### src/rtl/demux64_pkg.sv
// Shared defaults and word type for the demux64_2 steering buffer.
package demux64_pkg;

    localparam int WIDTH_DEF = 64;
    localparam int DEPTH_DEF = 2;

    typedef logic [WIDTH_DEF-1:0] word_t;

endpackage

### src/rtl/demux_fifo.sv
// Single-clock synchronous FIFO used as one destination buffer of demux64_2.
// The head is read straight from storage, and head_data is forced to zero while the FIFO is empty.
module demux_fifo
    import demux64_pkg::*;
#(
    parameter int WIDTH = WIDTH_DEF,
    parameter int DEPTH = DEPTH_DEF
) (
    input  logic                     clk,
    input  logic                     reset,
    input  logic                     push,
    input  logic [WIDTH-1:0]         push_data,
    input  logic                     pop,
    output logic                     head_valid,
    output logic [WIDTH-1:0]         head_data,
    output logic [$clog2(DEPTH):0]   count,
    output logic                     full
);

    localparam int AW = $clog2(DEPTH);
    localparam int CW = AW + 1;

    logic [WIDTH-1:0] mem_q [DEPTH];
    logic [AW-1:0]    wr_ptr_q, wr_ptr_d;
    logic [AW-1:0]    rd_ptr_q, rd_ptr_d;
    logic [CW-1:0]    count_q, count_d;
    logic             do_push, do_pop;

    // Pointers wrap naturally because DEPTH is a power of two. The count carries
    // one extra bit so that the full state (DEPTH) differs from the empty state (0).
    assign full       = (count_q == CW'(DEPTH));
    assign head_valid = (count_q != '0);
    assign do_push    = push && !full;
    assign do_pop     = pop && head_valid;

    always_comb begin
        wr_ptr_d = wr_ptr_q;
        rd_ptr_d = rd_ptr_q;
        count_d  = count_q;
        if (do_push) wr_ptr_d = wr_ptr_q + 1'b1;
        if (do_pop)  rd_ptr_d = rd_ptr_q + 1'b1;
        case ({do_push, do_pop})
            2'b10:   count_d = count_q + 1'b1;
            2'b01:   count_d = count_q - 1'b1;
            default: count_d = count_q;
        endcase
    end

    always_ff @(posedge clk) begin
        if (reset) begin
            wr_ptr_q <= '0;
            rd_ptr_q <= '0;
            count_q  <= '0;
            for (int i = 0; i < DEPTH; i++) mem_q[i] <= '0;
        end else begin
            wr_ptr_q <= wr_ptr_d;
            rd_ptr_q <= rd_ptr_d;
            count_q  <= count_d;
            if (do_push) mem_q[wr_ptr_q] <= push_data;
        end
    end

    assign head_data = head_valid ? mem_q[rd_ptr_q] : '0;
    assign count     = count_q;

endmodule

### src/rtl/demux64_2.sv
// Steers a producer's word stream into one of two per-destination FIFOs.
// Optional macro DEMUX64_BROADCAST_EN adds a bcast input that pushes one word into both FIFOs.
module demux64_2
    import demux64_pkg::*;
#(
    parameter int WIDTH = WIDTH_DEF,
    parameter int DEPTH = DEPTH_DEF
) (
    input  logic                     clk,
    input  logic                     reset,
    input  logic                     in_valid,
    output logic                     in_ready,
    input  logic [WIDTH-1:0]         in_data,
    input  logic                     sel,
`ifdef DEMUX64_BROADCAST_EN
    input  logic                     bcast,
`endif
    output logic                     outOne_valid,
    input  logic                     outOne_ready,
    output logic [WIDTH-1:0]         outOne_data,
    output logic [$clog2(DEPTH):0]   outOne_count,
    output logic                     outZero_valid,
    input  logic                     outZero_ready,
    output logic [WIDTH-1:0]         outZero_data,
    output logic [$clog2(DEPTH):0]   outZero_count
);

    logic to_one, to_zero;
    logic full_one, full_zero;
    logic accept;

`ifdef DEMUX64_BROADCAST_EN
    assign to_one  = bcast || sel;
    assign to_zero = bcast || !sel;
`else
    assign to_one  = sel;
    assign to_zero = !sel;
`endif

    // Ready looks only at occupancy. A same-cycle pop is ignored so that no ready->ready path exists.
    assign in_ready = !reset && !(to_one && full_one) && !(to_zero && full_zero);
    assign accept   = in_valid && in_ready;

    demux_fifo #(.WIDTH(WIDTH), .DEPTH(DEPTH)) u_fifo_one (
        .clk        (clk),
        .reset      (reset),
        .push       (accept && to_one),
        .push_data  (in_data),
        .pop        (outOne_ready),
        .head_valid (outOne_valid),
        .head_data  (outOne_data),
        .count      (outOne_count),
        .full       (full_one)
    );

    demux_fifo #(.WIDTH(WIDTH), .DEPTH(DEPTH)) u_fifo_zero (
        .clk        (clk),
        .reset      (reset),
        .push       (accept && to_zero),
        .push_data  (in_data),
        .pop        (outZero_ready),
        .head_valid (outZero_valid),
        .head_data  (outZero_data),
        .count      (outZero_count),
        .full       (full_zero)
    );

endmodule

### config.mk
export PLATFORM = sky130hd
export DESIGN_NAME = demux64_2
export DESIGN_NICKNAME = d
export VERILOG_FILES = /design/src/rtl/demux64_pkg.sv /design/src/rtl/demux_fifo.sv /design/src/rtl/demux64_2.sv
export SDC_FILE = /design/constraint.sdc
export NUM_CORES = 1
export LEC_CHECK = 0
export BUFFER_PORTS_ARGS = -buffer_cell sky130_fd_sc_hd__buf_4
export CORE_MARGIN = 2
export CORE_UTILIZATION = 56
export CTS_CLUSTER_SIZE = 24
export DETAILED_ROUTE_END_ITERATION = 16
export GPL_TIMING_DRIVEN = 1
export PLACE_DENSITY_LB_ADDON = 0.15
export SYNTH_ARGS = -nofsm -noshare
export SYNTH_HDL_FRONTEND = slang
export SYNTH_HIERARCHICAL = 1
export SYNTH_SLANG_ARGS = --single-unit
export TNS_END_PERCENT = 50
### constraint.sdc
create_clock -name clk -period 3.9 [get_ports clk]
set_input_delay 0 -clock clk [delete_from_list [all_inputs] [get_ports clk]]
set_output_delay 0 -clock clk [all_outputs]
set_load 0.01 [all_outputs]
# Yosys cells after proc, flatten, opt, wreduce, memory -nomap -nowiden

Memories as Yosys holds them, arrays and structs flattened. A register that Yosys moved wholly into a read port is not among the register bits.
Cells that the tools add are included.

Magnitude comparators: 0
Multipliers: 0
$add $sub $neg: 8
Equality and inequality tests: 6
Multiplexer cells: 22
Reduce and logical (&&, ||, !) cells: 23
Div/mod/pow operators: 0
Bitwise operators: 0
Shift operators: 0

Operators with widths:

| cell                                              | number |
|---|---|
| two-way mux 64 bit                                | 4 |
| OR reduction 64 bit                               | 2 |
| two-way mux 1 bit                                 | 16 |
| logical AND 1 bit                                 | 11 |
| == test 2 bit (second input constant)             | 4 |
| one-hot mux 2 bit (2 select lines)                | 2 |
| nonzero test 2 bit                                | 4 |
| logical NOT 1 bit                                 | 6 |
| adder 1 bit (second input constant)               | 4 |
| adder 2 x 1 -> 2 bit (second input constant)      | 2 |
| == test 2 x 1 -> 1 bit (second input constant)    | 2 |
| subtractor 2 x 1 -> 2 bit (second input constant) | 2 |

Input port bits: 70
Memories kept: 2
Output and inout port bits: 135
Logic and storage cells: 67
Memory bits (read-only): 0
RAM bits: 256
Latch bits: 0
Register bits: 8

Memories:

| memory            | depth | bits a word | rd ports | clocked after Yosys merged registers in | write ports | line             | text |
|---|---|---|---|---|---|---|---|
| u_fifo_one.mem_q  | 2     | 64          | 1        | 1                                       | 2           | demux_fifo.sv:23 | `logic [WIDTH-1:0] mem_q [DEPTH];` |
| u_fifo_zero.mem_q | 2     | 64          | 1        | 1                                       | 2           | demux_fifo.sv:23 |  |

# Depth between registers and ports, before layout

Word-level depth: 13
Gate-level depth with buffers: 8
Mapped depth without buffers: 8

# Cells and area by module

The synthesis kept the hierarchy.

By module, submodules not included:

| module     | sequential area each (µm²) | area each (µm²) | cells each | times used |
|---|---|---|---|---|
| demux_fifo | 3943.8                     | 6027.0          | 513        | 2 |
| demux64_2  | 0.0                        | 45.0            | 5          | 1 |

# Worst setup path before layout

No wires, ideal clock.

Kind: flip-flop to flip-flop
Start: reg u_fifo_zero.count_q[0] (netlist: u_fifo_zero/count[0])
End: mem u_fifo_zero/mem_q[0][0] in the netlist's numbering (enable)
Setup time: 432 ps
Arrival time: 3008 ps
Required time: 3468 ps
Cell stages (with the launch flop): 8
Path slack: 459 ps
Clock period less this slack: 3441 ps
Buffers on the path: 1
Cells stage by stage: dfxtp_1 > nand2b_1 > inv_2 > nor3_1 > inv_1 > or3_4 > buf_6 > nand2b_1

RTL lines:

| what                   | line             | text |
|---|---|---|
| start, declared        | demux_fifo.sv:26 | `logic [CW-1:0] count_q, count_d;` |
| start signal, assigned | demux_fifo.sv:58 | `count_q <= count_d;` |
| end, declared          | demux_fifo.sv:23 |  |

==> summary.md <==
| Metric | Value |
|---|---|
| Number of iterations in the first detailed-routing pass | 5 |
| Die area | ~23000 sq um |
| Sequential Power Share | 47.8% |
| Initial DRC count | 625 |
| Startpoint Class | flip-flop |
| Initial antenna violation count | 0 |
| R2r worst-path depth | 6 |
| Post-synth EDFFs | 256 |
| Post-synth top area share | a little under two thirds |
| Std-Cell Core Area | about 21000 sq um |
| Slowest stage cell, crit path | nand2b_4 |
| Residual DRC | 0 |
| Critical path class | reg2reg |
| Most instantiated cells after synthesis | nor2_1, edfxtp_1, nand2b_1, mux2i_1, clkbuf_1 |
| Critical path depth | 6 |
| Hold Path Class | in2reg |
| Root buf cell | clkbuf_16 |
| First-pass GRT wire length | around 43 mm |
| WL/cell | 18.07 um |
| Fin crit period | between 2 and 3 ns |
| Final #Nets | approximately 1300 |
| # H-tree levels | 1 |
| Syn Nets | roughly 1100 |
| Synth area leaders | edfxtp_1, nor2_1, mux2i_1, nand2b_1, dfxtp_1 |
| Cell Rows | 53 |
| Arr. time, crit path | around 3.0 ns |
| Busiest grt layer | met2 |
| Ys async rst share | 0% |
| Required time of the critical path | about 4.0 ns |
| Crit. End Element | flip-flop |
| Die Span Y | ~150 um |
| Max-cap viol count | 0 |
| Final TNS setup | 0 ns |
| Area growth from synthesis to layout | 25.68% |
| CTS sink count | between 200 and 300 |
| Vias in the first global route | 8278 |
| Met2 Usage GRT | between 40% and 50% |
| Peak supply drop | roughly 0.00033 V |
| Hold_ws | roughly 0.02 ns |
| CP Max Fanout | 64 |
| Gate power share | ~20% |
| GRT overflow | 0 |
| Die W | 151.0 um |
| CP max stage delay | approximately 0.7 ns |
| # port buffers | between 200 and 250 |
| Clock Latency Late Sink | roughly 0.53 ns |
| Boundary pin count | 205 |
| Status | finished clean |
| Unrepaired setup endpoints after global routing | no |
| Met1 GRT Util | 31.95% |
| Hold Vio Cnt, Final | 0 |
| Routing usage on met3 | 3.464% |
| Initial Utilization | 57.38% |
| CP top delay family | simple AND/OR/NAND/NOR gates |
| Largest net degree at the start of global routing | 85 |
| Register bit count reported by yosys | 266 |
| Most common cell in the synthesized netlist | nor2_1 |
| Overall routing resource usage | around a quarter |
| Normalized max-slew margin | a little under a quarter |
| Pwr dens | roughly 480 nW/um^2 |
| Mapped Cells | between 1000 and 1500 |
| Mapped cell area | 12100 sq um |
| Gates resized, CTS repair | 0 |
| Placer congestion estimate | about 0.73 |
| Post-Route WL | between 20 and 30 mm |
| Crit-path cells | nand2b_1 > inv_2 > nor3_1 > inv_1 > or3_4 > nand2b_4 |
| Hold depth | 5 |
| Tcrit/Tclk final | 73.53% |
| Clock power frac | around a third |
| Routed vias | a little over 8000 |
| Most used flip-flop cell after synthesis | edfxtp_1 |
| Slew @ Worst Pin | ~1.2 ns |
| Final Setup Violations | 0 |
| Area leader, netlist | edfxtp_1 |
| Total clock buffers created by CTS | 27 |
| Switching portion of total power | 27.43% |
| P_leak | between 5 and 6 nW |
| Ant diodes | 0 |
| ANT nets after route | 0 |
| Post-synthesis sequential area ratio | around two thirds |
| Utilization after layout | roughly 70% |
| Sw Pwr | between 1.5 and 2 mW |
| Critical path buffer and inverter count | 2 |
| CTS tree | yes |
| Internal power | ~5.3 mW |
| Placed wire-length estimate | 15.87 mm |
| Mapped Avg Cell Area | 11.74 sq um |
| Vias per cell | around 5.3 |
| Clock Skews | 0.01616 ns |
| Slew Viols, Final | 0 |
| Max Freq | around 350 MHz |
| Syn. warnings | 6 |
| Layout cell share with drive strength beyond 1 | ~20% |
| Netlist cell types | 25 |
| CTS Buffer Depth | 3 |
| Clock edge transition at the registers on the reported setup and hold paths | around 0.060 ns |
flip-flops by register name (all words and copies together), names as in the netlist, named ones only:
register and count:
u_fifo_one/count 2, u_fifo_one/mem_q 128, u_fifo_one/rd_ptr_q 1, u_fifo_one/wr_ptr_q 1
u_fifo_zero/count 2, u_fifo_zero/mem_q 128, u_fifo_zero/rd_ptr_q 1, u_fifo_zero/wr_ptr_q 1
through the flow:
stage / cells / power [mW] / instance area [sq um] / setup slack (ns)
3_3_place_gp: 1446 / 4.932 / 13750 / 1.120
6_report: 1560 / 7.288 / 15210 / 1.032
5_1_grt: 1560 / 7.571 / 15210 / 0.8476
4_1_cts: 1560 / 7.329 / 15210 / 1.031
3_5_place_dp: 1446 / 4.954 / 13750 / 1.052
2_1_floorplan: 1031 / 4.314 / 12100 / 0.4593
metal layers:
metal,wire length [um],up-vias
met5,0,-
met4,500,0
met3,1895,38
met2,14430,303
met1,11350,3994
li1,-,3941
final timing paths:
path,startpoint,to,slack (ns)
setup / recovery,u_fifo_zero/count[0],u_fifo_zero/mem_q[0][47],1.03
hold / removal,sel,u_fifo_zero/wr_ptr_q,0.02
setup reg to reg,u_fifo_zero/count[0],u_fifo_zero/mem_q[0][47],1.03
hold reg to reg,u_fifo_zero/rd_ptr_q,flip-flop,0.51
repair_timing:
item	4_1_cts	5_1_grt
setup buffers	0	0
endpoints found under the hold margin	262	0
hold buffers	67	0
cell type report:
| class | instances | area, sq um |
|---|---|---|
| Clock buffer | 32 | 694.4 |
| Sequential cell | 266 | 7895 |
| Clock inverter | 15 | 93.84 |
| Tap cell | 275 | 344.1 |
| Multi-Input combinational cell | 685 | 3886 |
| Timing Repair Buffer | 279 | 2262 |
| Fill cell | 1486 | 5882 |
| Inverter | 8 | 30.03 |
cells in the final DEF (no fill, tap or decap), drive strengths merged, types with 8 or more instances in the layout:
cell	netlist	routed
buf	41	212
clkbuf	31	32
clkinv	0	13
dfxtp	10	10
dlygate4sd3	0	67
edfxtp	256	256
inv	8	8
mux2i	128	128
nand2b	135	135
nor2	392	392
worst min-delay path, delay by kind of cell:
family,cells,cell delay [ns]
compound gates,2,0.23
buf+inv,2,0.18
simple gates,1,0.09
power by group through the flow:
stage	combinational [mW]	clock [mW]	sequential [mW]
final	1.45	2.35	3.49
after detailed placement	1.40	0	3.55
after CTS	1.46	2.37	3.49
after floorplan	0.906	0	3.41
after global placement	1.39	0	3.54
after global routing	1.57	2.49	3.51
logic make-up after synthesis:
family / count (synthesis) / synth area share, %
adder cells (fa/ha/maj): 2 / 0.2068
buffers and inverters: 80 / 3.268
AO/OA/AOI/OAI: 11 / 0.4757
AND/OR/NAND/NOR: 538 / 19.83
flip-flops: 266 / 65.19
multiplexers: 128 / 10.59
XOR/XNOR: 6 / 0.4343
Note: power is estimated with default switching activity, not from simulation.
